## src/rtl/change_dispense_ctrl.sv

```systemverilog
`default_nettype none
// ============================================================================
// Module      : change_dispense_ctrl
// Description : Turns a change amount (in nickels) into a sequence of
//               single-coin requests to 5c/10c/20c hoppers using a 4-phase
//               req/ack handshake. Coins are chosen greedily. Empty or jammed
//               hoppers are skipped, and the block reports done or shortfall.
// Option      : COIN_AUDIT_EN adds saturating per-denomination coin counters
//               (audit_5, audit_10, audit_20).
// Revision    : 1.0 - initial release
// ============================================================================
module change_dispense_ctrl #(
    parameter int CNT_W       = 4,
    parameter int ACK_TIMEOUT = 1000,
    parameter int TO_W        = 10
) (
    input  logic             clk,
    input  logic             reset,
    input  logic             start,
    input  logic [CNT_W-1:0] change_in,
    input  logic [2:0]       hop_ack,
    input  logic [2:0]       hop_empty,
    output logic [2:0]       hop_req,
    output logic             busy,
    output logic             done,
    output logic             error,
    output logic [CNT_W-1:0] remaining
`ifdef COIN_AUDIT_EN
    ,
    output logic [7:0]       audit_5,
    output logic [7:0]       audit_10,
    output logic [7:0]       audit_20
`endif
);

    typedef enum logic [2:0] {
        IDLE    = 3'd0,
        SELECT  = 3'd1,
        REQ     = 3'd2,
        RELEASE = 3'd3,
        FIN     = 3'd4,
        FAULT   = 3'd5
    } state_t;

    localparam logic [TO_W-1:0] TO_LAST = TO_W'(ACK_TIMEOUT - 1);

    state_t           state, state_nxt;
    logic [2:0]       hop_req_nxt;
    logic             busy_nxt, done_nxt, error_nxt;
    logic [CNT_W-1:0] remaining_nxt;
    logic [2:0]       jam, jam_nxt;      // hoppers that timed out this sequence
    logic [2:0]       act, act_nxt;      // coin being handled, kept through RELEASE
    logic [TO_W-1:0]  tcnt, tcnt_nxt;    // cycles spent waiting in REQ
    logic [2:0]       avail;
    logic             ack_hit;
    logic [CNT_W-1:0] coin_val;

    assign avail   = ~hop_empty & ~jam;
    assign ack_hit = |(hop_ack & act);

    // Value in nickels of the coin currently being handled
    always_comb begin
        coin_val = CNT_W'(1);
        if (act[2])
            coin_val = CNT_W'(4);
        else if (act[1])
            coin_val = CNT_W'(2);
    end

    // Registered state and outputs; reset drops hop_req at once
    always_ff @(posedge clk or posedge reset) begin
        if (reset) begin
            state     <= IDLE;
            hop_req   <= 3'b000;
            busy      <= 1'b0;
            done      <= 1'b0;
            error     <= 1'b0;
            remaining <= '0;
            jam       <= 3'b000;
            act       <= 3'b000;
            tcnt      <= '0;
        end else begin
            state     <= state_nxt;
            hop_req   <= hop_req_nxt;
            busy      <= busy_nxt;
            done      <= done_nxt;
            error     <= error_nxt;
            remaining <= remaining_nxt;
            jam       <= jam_nxt;
            act       <= act_nxt;
            tcnt      <= tcnt_nxt;
        end
    end

    // Next-state and next-output logic; outputs are computed one cycle ahead
    // so that done/busy/error/hop_req are all straight from flops
    always_comb begin
        state_nxt     = state;
        hop_req_nxt   = hop_req;
        busy_nxt      = busy;
        done_nxt      = 1'b0;
        error_nxt     = error;
        remaining_nxt = remaining;
        jam_nxt       = jam;
        act_nxt       = act;
        tcnt_nxt      = tcnt;

        case (state)
            IDLE: begin
                if (start) begin
                    remaining_nxt = change_in;
                    error_nxt     = 1'b0;
                    jam_nxt       = 3'b000;
                    busy_nxt      = 1'b1;
                    state_nxt     = SELECT;
                end
            end

            SELECT: begin
                if (remaining == '0) begin
                    done_nxt  = 1'b1;
                    busy_nxt  = 1'b0;
                    state_nxt = FIN;
                end else if (remaining >= CNT_W'(4) && avail[2]) begin
                    hop_req_nxt = 3'b100;
                    act_nxt     = 3'b100;
                    tcnt_nxt    = '0;
                    state_nxt   = REQ;
                end else if (remaining >= CNT_W'(2) && avail[1]) begin
                    hop_req_nxt = 3'b010;
                    act_nxt     = 3'b010;
                    tcnt_nxt    = '0;
                    state_nxt   = REQ;
                end else if (avail[0]) begin
                    hop_req_nxt = 3'b001;
                    act_nxt     = 3'b001;
                    tcnt_nxt    = '0;
                    state_nxt   = REQ;
                end else begin
                    // Change still owed but no usable hopper can supply it
                    error_nxt = 1'b1;
                    done_nxt  = 1'b1;
                    busy_nxt  = 1'b0;
                    state_nxt = FAULT;
                end
            end

            REQ: begin
                // Ack is checked first so it wins over a coincident timeout
                if (ack_hit) begin
                    remaining_nxt = remaining - coin_val;
                    hop_req_nxt   = 3'b000;
                    state_nxt     = RELEASE;
                end else if (tcnt == TO_LAST) begin
                    jam_nxt     = jam | act;
                    hop_req_nxt = 3'b000;
                    state_nxt   = RELEASE;
                end else begin
                    tcnt_nxt = tcnt + TO_W'(1);
                end
            end

            RELEASE: begin
                if (!ack_hit)
                    state_nxt = SELECT;
            end

            FIN, FAULT: begin
                state_nxt = IDLE;
            end

            default: begin
                hop_req_nxt = 3'b000;
                busy_nxt    = 1'b0;
                state_nxt   = IDLE;
            end
        endcase
    end

`ifdef COIN_AUDIT_EN
    logic coin_taken;
    assign coin_taken = (state == REQ) && ack_hit;

    // Saturating counts of acknowledged coins; only reset clears them
    always_ff @(posedge clk or posedge reset) begin
        if (reset) begin
            audit_5  <= 8'd0;
            audit_10 <= 8'd0;
            audit_20 <= 8'd0;
        end else if (coin_taken) begin
            if (act[0] && audit_5 != 8'hFF)
                audit_5 <= audit_5 + 8'd1;
            if (act[1] && audit_10 != 8'hFF)
                audit_10 <= audit_10 + 8'd1;
            if (act[2] && audit_20 != 8'hFF)
                audit_20 <= audit_20 + 8'd1;
        end
    end
`endif

endmodule
`default_nettype wire

```

## config.mk

```make
export PLATFORM = sky130hd
export DESIGN_NAME = change_dispense_ctrl
export DESIGN_NICKNAME = d
export VERILOG_FILES = /design/src/rtl/change_dispense_ctrl.sv
export SDC_FILE = /design/constraint.sdc
export NUM_CORES = 1
export LEC_CHECK = 0
export BUFFER_PORTS_ARGS = -buffer_cell sky130_fd_sc_hd__buf_2
export CELL_PAD_IN_SITES_DETAIL_PLACEMENT = 1
export CELL_PAD_IN_SITES_GLOBAL_PLACEMENT = 1
export CORE_MARGIN = 3
export CORE_UTILIZATION = 46
export DETAILED_ROUTE_END_ITERATION = 8
export GPL_ROUTABILITY_DRIVEN = 0
export GPL_TIMING_DRIVEN = 1
export PLACE_DENSITY_LB_ADDON = 0.1
export SLEW_MARGIN = 10
export SYNTH_ARGS = -nofsm -noshare
export SYNTH_HDL_FRONTEND = slang
export SYNTH_SLANG_ARGS = --single-unit
```

## constraint.sdc

```tcl
create_clock -name clk -period 4.8 [get_ports clk]
set_input_delay 0.24 -clock clk [delete_from_list [all_inputs] [get_ports clk]]
set_output_delay 0.24 -clock clk [all_outputs]
set_load 0.01 [all_outputs]
```

# After elaboration in Yosys (flattened, before gate mapping)
# Index checks and enable logic that the tools add are counted.
# word_totals
reg_bits	29
wordCells	110
# op_classes
n_addsub	2
n_lt_le_gt_ge	2
eq_ne	21
muxes	49
bitwise_logic	8
reduce_logical	19
# op_table
op	n
2-to-1 mux 10 bit	6
2-to-1 mux 3 bit	18
inequality test 2 bit, second input constant	10
case mux 10 bit (2 select lines)	1
2-to-1 mux 1 bit	15
inequality test 3 bit, second input constant	4
case mux 3 bit (4 select lines)	1
adder 10 x 1 -> 10 bit, second input constant	1
equality test 10 bit, second input constant	1
AND reduction 5 bit	2
case mux 3 bit (3 select lines)	1
AND reduction 3 bit	3
2-to-1 mux 4 bit	2
case mux 4 bit (2 select lines)	1
AND reduction 4 bit	2
OR reduction 4 bit	2
bitwise AND 3 bit	2
equality test 3 x 2 -> 1 bit, second input constant	2
equality test 3 bit, second input constant	2
NOT 3 bit	2
case mux 3 bit (2 select lines)	1
AND reduction 6 bit	1
nonzero test 2 bit	3
greater-or-equal comparator 4 x 2 -> 1 bit, second input constant	1
other kinds (14)	17

# Depth between registers and ports, before layout
# Gate-level depths: netlist of run 1.
# depth
ltp_word	7
ltp_mapped	8

# Least setup slack after synthesis of run 1
# OpenSTA, ideal clock, no wires.
# synth_path
path_kind	reg-to-reg
start	register act[1]
end	register tcnt[0]
arrival_time_ns	1.630
slack_ns	3.046
path_stages_with_launch	6
period_less_slack_ns	1.754
path_cell_list	dfrtp_1 a222oi_1 and2_1 buf_6 a32oi_4 mux2_2
# synth_via
elab_chain_len	4
# synth_lines
element	line_no	text
start, declared	52	logic [2:0] act, act_nxt;
start signal, assigned	90	act <= act_nxt;
bitwise AND 3 bit	59	assign ack_hit = |(hop_ack & act);
OR reduction 3 bit	59	
inequality test 2 bit (no source line)	n/a	
AND reduction 5 bit (no source line)	n/a	
end signal, assigned	91	tcnt <= tcnt_nxt;
end, declared	53	logic [TO_W-1:0] tcnt, tcnt_nxt;
# No other way between the ends.
# A chain may end at the register's enable or synchronous reset.

# Worst setup path after layout of run 1
# Same ends and word-level chain as after synthesis.

==> run_results.csv, run 1 <==
group,metric,value,unit
timing,fmax,0.4536,GHz
pwr,irDropWorstVdd,0.2646,mV
clocking,post_cts_buffers,0,
floorplanning,die_y,65.05,um
yosys,mappedNetlistArea,1604,um^2
floorplanning,die_x,65.05,um
clocking,cts_resized,0,
yosys,synth-seq-area-share,45.24,%
setup_path,cp-end-kind,"flip-flop",
grt,grt-ovfl-total,0,
clocking,cts_root_buffer,"clkbuf_4",
timing,tns,0,ns
routing,drc_errors,0,
routing,drtIter0Drc,103,
run,cap_violations,0,
timing,relSlewSlack,24.35,%
setup_path,crit_start,"act[1]",
setup_path,critPathRequiredTime,5.02,ns
yosys,syn_area_per_cell,9.605,um^2
timing,hold_viol_final,0,
cells_and_area,drive_above_1_share,22.68,%
placed_design,place_hpwl,3310,um
cells_and_area,final_cell_mix,"29 x dfrtp_1, 22 x buf_2, 21 x nor2_1",
yosys,yosysUniqueCellTypes,46,
clocking,path_clk_slew,0.10,ns
floorplanning,rows,20,
timing,skew,0.01653,ns
status,status,"finished, final reports clean",
timing,worst_slack,2.595,ns
pwr,p_comb_share,48.0,%
clocking,cts_sinks,29,
yosys,syn_inst,167,
grt,grt_pass1_vias,1481,
grt,grt_max_degree,30,
placed_design,io_buffers,22,
min_path,min_path_type,"input pin to async pin",
grt,groute.usage.overall,23.89,%
pwr,finalPower,1.048,mW
clocking,cts_max_path_buffers,2,
pwr,power.switching,482.9,uW
routing,first_pass_iters,4,
floorplanning,io_pins,23,
clocking,cts_buffers,5,
routing,drt-total-wl,4455,um
timing,setup_viol,0,
timing,period_share,45.93,%
setup_path,path_max_fanout,9,
timing,rsz0062_at_grt,"no",
yosys,syn-num-nets,185,
clocking,cts_tree,"done",
routing,num_vias,1422,
cells_and_area,layout_commonest_cell,"dfrtp_1",
floorplanning,initial_core_util,50.47,%
timing,tightest_slew,1.134,ns
pwr,seq_power_share,38.2,%
timing,fin_crit,2.205,ns
cells_and_area,area_growth,12.32,%
timing,final_max_slew_viol_count,0,
cells_and_area,finalInstanceArea,1802,um^2
grt,antenna_found_initial,0,
clocking,hold_buffers,0,
clocking,clock_latency,0.34,ns
pwr,clkPwrFrac,13.8,%
pwr,p_int,565.0,uW
setup_path,crit-reg2reg-launch,"act[1]",
setup_path,worstSetupPathType,"flip-flop to flip-flop",
placed_design,place_area,1750,um^2
clocking,h-tree-depth,2,
placed_design,dpl_worst_slack,2.638,ns
routing,post_drt_wl_per_cell,18.72,um
floorplanning,core-area,3178,um^2
routing,viasPerCell,5.975,
cells_and_area,n_antenna_cell,0,
pwr,cellLeakagePower,0.8473,nW
setup_path,crit_arrival,2.42,ns
floorplanning,dieArea,4232,um^2
routing,drtAntennaViolNets,0,
yosys,ys_ff_latch,29,
setup_path,start_kind,"flip-flop",
grt,grt_pass1_wl,7672,um
pwr,powerDensity,581.6,nW/um^2
yosys,yosysWarnings,0,
pwr,switching_share,46.08,%
cells_and_area,final_nets,211,
-- registers in the layout (all words and copies together) (netlist names) --
register / count
hop_req: 3
done: 1
error: 1
busy: 1
act: 3
tcnt: 10
remaining: 4
jam: 3
state: 3
-- worst max-delay path: stages (launching register included) --
cell and delay, ns:
dfrtp_1 0.45, a222oi_1 0.78, and2_1 0.41, a32oi_4 0.14
mux2_2 0.31
-- cell families after synthesis --
family	synth area share, %
and+or+nand+nor	22.47
AOI/OAI and AO/OA	22.78
DFF	45.24
buffers and inverters	2.809
adders and majority gates	4.368
xor gates and xnor gates	1.638
muxes	0.7020
-- Yosys cell counts, drive strengths merged --
cell / instances / area (um^2)
a22o: 4 / 36.29
o22ai: 1 / 6.260
dfrtp: 29 / 725.7
o211ai: 1 / 7.510
buf: 1 / 11.26
or4: 1 / 11.26
a41o: 1 / 10.01
and2b: 1 / 8.760
o221a: 1 / 11.26
a211o: 1 / 8.760
a32o: 2 / 20.02
o22a: 1 / 8.760
a222oi: 1 / 10.01
o31ai: 1 / 12.51
xor2: 3 / 26.28
nand2: 15 / 58.81
nor2b: 3 / 18.77
and3: 4 / 25.02
nand4: 5 / 31.28
nor3: 2 / 15.01
a21o: 2 / 15.01
mux2: 1 / 11.26
nand3: 3 / 15.01
a311oi: 3 / 26.28
a32oi: 1 / 27.53
fa: 1 / 20.02
nor3b: 1 / 12.51
nor2: 21 / 78.83
ha: 4 / 50.05
a21oi: 10 / 50.05
clkbuf: 2 / 7.510
nand2b: 3 / 18.77
and2: 4 / 27.53
o221ai: 2 / 17.52
o21ai: 14 / 70.06
a41oi: 1 / 8.760
or2: 4 / 25.02
a31oi: 3 / 18.77
nor4: 1 / 6.260
inv: 7 / 26.28
nand3b: 1 / 7.510
-- stage by stage --
step / std cells / hold slack [ns] / utilization (%)
detailed placement: 230 / 0.4794 / 55.08
finish: 238 / 0.1788 / 56.69
global route: 238 / 0.2138 / 56.69
global placement: 230 / 0.4756 / 55.08
floorplan: 167 / 0.3181 / -
CTS: 238 / 0.1875 / 56.69
-- per-layer routing --
metal  vias to the layer above  part of all wire [%]  GRT usage [%]  wire length, um
met5                         -                     0              0                0
met4                         0                   1.4          5.959               62
li1                        663                     -              -                -
met1                       715                    43          29.53             1903
met2                        35                    51          40.61             2250
met3                         9                   5.4          7.279              240
-- power by group through the flow --
stage / Clock (mW) / Combinational, mW / Sequential [mW]
final: 0.145 / 0.503 / 0.400
after global routing: 0.164 / 0.568 / 0.416
after CTS: 0.147 / 0.505 / 0.398
after detailed placement: 0 / 0.497 / 0.402
after global placement: 0 / 0.473 / 0.395
after floorplan: 0 / 0.354 / 0.392
-- path summary, 6_finish.rpt --
check	to	slack, ns	cells after the start
min	state[2]	0.18	2
min reg2reg	tcnt[9]	0.49	1
max in group asynchronous	remaining[1]	3.93	2
min in group clk	remaining[0]	0.19	3
max	tcnt[0]	2.60	4
max reg2reg	tcnt[0]	2.60	4
-- final cells by class --
class,count,area [um^2]
Multi-Input combinational cell,128,833.3
Timing Repair Buffer,22,110.1
Inverter,7,26.28
Tap cell,44,55.05
Clock buffer,6,41.29
Clock inverter,2,10.01
Sequential cell,29,725.7
Fill cell,399,1376
No activity file was read; power rests on OpenSTA's default activity.
==> run 2, diff against run 1 <==
Settings changed: CORE_UTILIZATION 46 to 39.
Clock period 4.8 ns to 1.95 ns, I/O delays scaled along.
==> run 2 against run 1 <==
Effect of this change:
- count of clock-buffer cells in the layout grew 1
- total power rose to 2.9 times the previous value
- utilization fell by 3.9 points
- global-route usage is 4.0 points lower
- critical path type unchanged
- non-clock buffer count rose by 15
- final cell count grew 8.4%
- flip-flop and latch count unchanged
- sequential power up 150%
- cell area rose by 11%
- routed wire length grew 3.7%
==> run_results.csv, run 2 (synthesized netlist as in run 1, its figures left out) <==
group,metric,value,unit
cells_and_area,register_area,725.7,um^2
setup_path,worstSetupPathType,"flip-flop to flip-flop",
floorplanning,io_pins,23,
cells_and_area,area_growth,24.96,%
grt,grt_pass1_vias,1558,
timing,skew,0.004558,ns
pwr,cellLeakagePower,0.9467,nW
clocking,cts_tree,"done",
timing,setup_viol,0,
routing,drtIter0Drc,54,
floorplanning,core-area,3799,um^2
min_path,min_path_type,"input pin to flip-flop",
cells_and_area,drive_above_1_share,30.95,%
cells_and_area,layout_commonest_cell,"dfrtp_1",
timing,tns,0,ns
cells_and_area,largest_register_ffs,10,
setup_path,path_max_fanout,7,
setup_path,crit_chain,"ha_2, nand4_1, or4_4, nand3b_1, a31oi_1, a32o_1",
setup_path,r2r_cells,6,
timing,fmax,0.5405,GHz
cells_and_area,post-route-util,52.77,%
routing,num_vias,1489,
timing,tightest_slew,0.5002,ns
clocking,h-tree-depth,2,
clocking,clock_latency,0.28,ns
timing,hold_ws,0.1165,ns
cells_and_area,n_antenna_cell,0,
grt,antenna_found_initial,0,
clocking,cts_root_buffer,"clkbuf_8",
pwr,powerDensity,1491,nW/um^2
floorplanning,rows,22,
floorplanning,dieArea,4918,um^2
floorplanning,initial_core_util,42.23,%
timing,relSlewSlack,66.66,%
routing,drt-total-wl,4621,um
placed_design,io_buffers,22,
grt,grt_pass1_wl,7734,um
setup_path,critPathRequiredTime,2.12,ns
routing,drtAntennaViolNets,0,
status,status,"finished, final reports clean",
placed_design,dpl_worst_slack,0.02461,ns
cells_and_area,multi_input_area,865.8,um^2
grt,grt-ovfl-total,0,
routing,viasPerCell,5.771,
placed_design,place_hpwl,3437,um
setup_path,crit_path_end,"hop_req[1]",
setup_path,critPathTopFamily,"simple AND/OR/NAND/NOR gates",
floorplanning,die_x,70.13,um
timing,final_max_slew_viol_count,0,
clocking,cts_buffers,5,
setup_path,crit_slowest_cell,"or4_4",
pwr,irDropWorstVdd,0.5936,mV
clocking,cts_max_path_buffers,2,
setup_path,crit_arrival,2.02,ns
grt,groute.usage.overall,19.90,%
timing,fin_crit,1.850,ns
clocking,path_clk_slew,0.06,ns
setup_path,crit_start,"tcnt[1]",
cells_and_area,final_cell_mix,"29 x dfrtp_1, 22 x buf_2, 20 x nor2_1",
cells_and_area,fill_cells,464,
cells_and_area,reg.largest.list,"tcnt x10, remaining x4",
routing,first_pass_iters,4,
setup_path,rrSetupSlack,0.1,ns
grt,grt_max_degree,20,
routing,drc_errors,0,
setup_path,cp-end-kind,"flip-flop",
timing,worst_slack,0.09972,ns
timing,hold_viol_final,0,
routing,post_drt_wl_per_cell,17.91,um
setup_path,crit-reg2reg-launch,"tcnt[1]",
floorplanning,die_y,70.13,um
clocking,cts_sinks,29,
setup_path,crit_buf_inv,0,
setup_path,start_kind,"flip-flop",
timing,period_share,94.89,%
cells_and_area,final_nets,227,
cells_and_area,top_register,"tcnt",
setup_path,critical_path.max_stage_delay,0.50,ns
setup_path,cp.depth,6,
setup_path,reg2reg_to,"hop_req[1]",
run,cap_violations,0,
-- run 2: final cells by class --
cell class                 count  share of cell area (%)
multi-input combinational    129                   43.20
sequential                    29                   36.20
timing repair buffer          37                   11.24
clock buffer                   7                   4.806
tap                           48                   2.996
inverter                       7                   1.311
clock inverter                 1                  0.2497
-- run 2: worst reg2reg max path, delay by kind of cell, from the launching register on --
kind	cells	cell delay [ns]
AOI/OAI and AO/OA	2	0.35
adders and majority gates	1	0.23
DFF	1	0.41
and+or+nand+nor	3	0.76
-- run 2: timing repair --
action,in CTS,in global routing
hold buffers,1,0
endpoints found under the hold margin,10,0
gates resized for setup,0,5
buffers inserted,0,2
setup endpoints to repair,0,12
-- run 2: worst min-delay path by stage --
stage / end / slack, ns / startpoint / depth (start not counted)
floorplan: act[0] / 0.18 / reset / 1
global placement: remaining[2] / 0.11 / reset / 2
detailed placement: remaining[3] / 0.11 / reset / 2
CTS: remaining[0] / 0.11 / change_in[0] / 3
global route: remaining[1] / 0.14 / change_in[1] / 3
finish: remaining[0] / 0.12 / change_in[0] / 3
-- run 2: power breakdown --
group / leakage, nW / internal [mW] / total (mW) / switching [mW]
registers: 0.377 / 0.773 / 0.983 / 0.210
logic: 0.516 / 0.633 / 1.46 / 0.825
clock network: 0.0542 / 0.318 / 0.548 / 0.230
-- run 2: metrics by stage --
| stage | instance area (um^2) | power [mW] | cells |
|---|---|---|---|
| 2_1_floorplan | 1604 | 1.836 | 167 |
| 5_1_grt | 2004 | 3.251 | 258 |
| 4_1_cts | 1957 | 2.923 | 255 |
| 3_5_place_dp | 1846 | 2.349 | 246 |
| 3_3_place_gp | 1846 | 2.263 | 246 |
| 6_report | 2004 | 2.989 | 258 |
-- run 2: routing by layer --
layer  global-route usage [%]  vias to the layer above  wire length, um
met5                        0                        -                0
met4                    7.021                        0               54
met3                    4.748                        7              197
met2                    34.00                       29             2335
met1                    24.33                      753             2034
li1                         -                      700                -
==> run 3, diff against run 2 <==
Settings changed: REMOVE_ABC_BUFFERS set to 1.
==> run 3 against run 2 <==
Effect of this change:
- combinational power down 3%
- critical endpoint is now tcnt[5]
- highest routed layer unchanged
- largest power group unchanged
- sequential share of layout area up 0.14 points
- maximum frequency down 1.6%
- critical path depth grew 1
- hold slack got worse by 0.027 ns
- non-clock buffer count is 1 higher
- utilization down 0.20 points
- cell area fell by 0.37%
==> run_results.csv, run 3 (synthesized netlist as in run 1, its figures left out) <==
group,metric,value,unit
status,status,"finished, final reports clean",
min_path,min_path_type,"input pin to flip-flop",
placed_design,place_hpwl,3389,um
routing,drtAntennaViolNets,0,
setup_path,critPathTopFamily,"simple AND/OR/NAND/NOR gates",
cells_and_area,fill_cells,459,
cells_and_area,n_antenna_cell,0,
grt,groute.usage.overall,19.48,%
timing,period_share,96.39,%
floorplanning,die_y,70.13,um
setup_path,worstSetupPathType,"flip-flop to flip-flop",
pwr,powerDensity,1534,nW/um^2
timing,fmax,0.5320,GHz
timing,relSlewSlack,64.86,%
grt,grt_pass1_vias,1617,
cells_and_area,top_register,"tcnt",
timing,final_max_slew_viol_count,0,
floorplanning,die_x,70.13,um
timing,skew,0.008694,ns
grt,grt_max_degree,30,
clocking,h-tree-depth,2,
floorplanning,dieArea,4918,um^2
setup_path,crit_arrival,2.08,ns
clocking,cts_max_path_buffers,2,
clocking,cts_sinks,29,
routing,drt-total-wl,4450,um
clocking,cts_tree,"done",
floorplanning,initial_core_util,42.23,%
setup_path,path_max_fanout,7,
grt,antenna_found_initial,0,
cells_and_area,final_cell_mix,"29 x dfrtp_1, 22 x buf_2, 21 x nor2_1",
timing,hold_viol_final,0,
floorplanning,core-area,3799,um^2
placed_design,io_buffers,22,
setup_path,crit_buf_inv,1,
setup_path,crit_slowest_cell,"or4_4",
clocking,cts_buffers,5,
clocking,path_clk_slew,0.07,ns
pwr,irDropWorstVdd,0.5171,mV
cells_and_area,layout_commonest_cell,"dfrtp_1",
clocking,cts_root_buffer,"clkbuf_8",
timing,hold_ws,0.08901,ns
cells_and_area,largest_register_ffs,10,
timing,tightest_slew,0.5236,ns
cells_and_area,drive_above_1_share,28.57,%
timing,fin_crit,1.880,ns
routing,first_pass_iters,4,
setup_path,cp-end-kind,"flip-flop",
run,cap_violations,0,
routing,drtIter0Drc,91,
clocking,clock_latency,0.29,ns
timing,setup_viol,0,
cells_and_area,area_growth,24.49,%
routing,viasPerCell,5.640,
routing,num_vias,1455,
pwr,cellLeakagePower,0.9489,nW
floorplanning,io_pins,23,
cells_and_area,register_area,725.7,um^2
setup_path,crit_chain,"ha_2, nand4_1, or4_4, a32oi_4, buf_4, o21ai_1, o21ai_0",
cells_and_area,post-route-util,52.57,%
grt,grt-ovfl-total,0,
floorplanning,rows,22,
grt,grt_pass1_wl,7514,um
setup_path,critPathRequiredTime,2.15,ns
cells_and_area,reg.largest.list,"tcnt x10, remaining x4",
setup_path,critical_path.max_stage_delay,0.48,ns
cells_and_area,multi_input_area,835.8,um^2
routing,post_drt_wl_per_cell,17.25,um
cells_and_area,final_nets,227,
setup_path,start_kind,"flip-flop",
routing,drc_errors,0,
pwr,finalPower,3.063,mW
[run 3: routing by layer]
| layer | vias up | track usage, % | share of wire, % |
|---|---|---|---|
| met1 | 717 | 22.92 | 41 |
| met5 | - | 0 | 0 |
| li1 | 700 | - | - |
| met2 | 29 | 34.42 | 52 |
| met4 | 0 | 7.021 | 2.0 |
| met3 | 9 | 4.460 | 4.6 |
[run 3: area by class of cell]
type / count / share of cell area (%)
Clock buffer: 7 / 4.323
Multi-Input combinational cell: 128 / 41.85
Sequential cell: 29 / 36.34
Timing Repair Buffer: 38 / 11.65
Tap cell: 48 / 3.008
Inverter: 7 / 1.316
Clock inverter: 1 / 1.504
[run 3: power breakdown]
| part | switching (mW) | internal [mW] |
|---|---|---|
| clock network | 0.243 | 0.416 |
| logic | 0.779 | 0.642 |
| registers | 0.209 | 0.773 |
| total | 1.23 | 1.83 |
[run 3: tightest hold or removal path: stages]
cell and delay [ns]:
buf_2 0.08, o211ai_1 0.08, o21ai_0 0.08
[run 3: per-stage QoR]
stage,worst slack [ns],setup TNS [ns],area [um^2],cells
floorplan,0.1557,0,1585,164
global placement,0.1114,0,1838,245
detailed placement,0.02029,0,1838,245
CTS,0.004047,0,1964,254
global route,-0.04625,-0.1024,1997,258
finish,0.07042,0,1997,258
[run 3: worst paths after layout]
check | from | endpoint | slack [ns] | cells past startpoint
max | tcnt[1] | tcnt[5] | 0.07 | 7
min | change_in[0] | remaining[0] | 0.09 | 3
max reg2reg | tcnt[1] | tcnt[5] | 0.07 | 7
min reg2reg | hop_req[2] | hop_req[2] | 0.51 | 1
max in group asynchronous | reset | tcnt[9] | 1.25 | 4
min in group asynchronous | reset | remaining[3] | 0.43 | 4
[run 3: what timing repair did]
action | CTS | global route
resized for setup | 0 | 2
hold endpoints to repair | 29 | 0
setup endpoints to repair | 0 | 11
buffers inserted | 0 | 4
hold buffers | 1 | 0
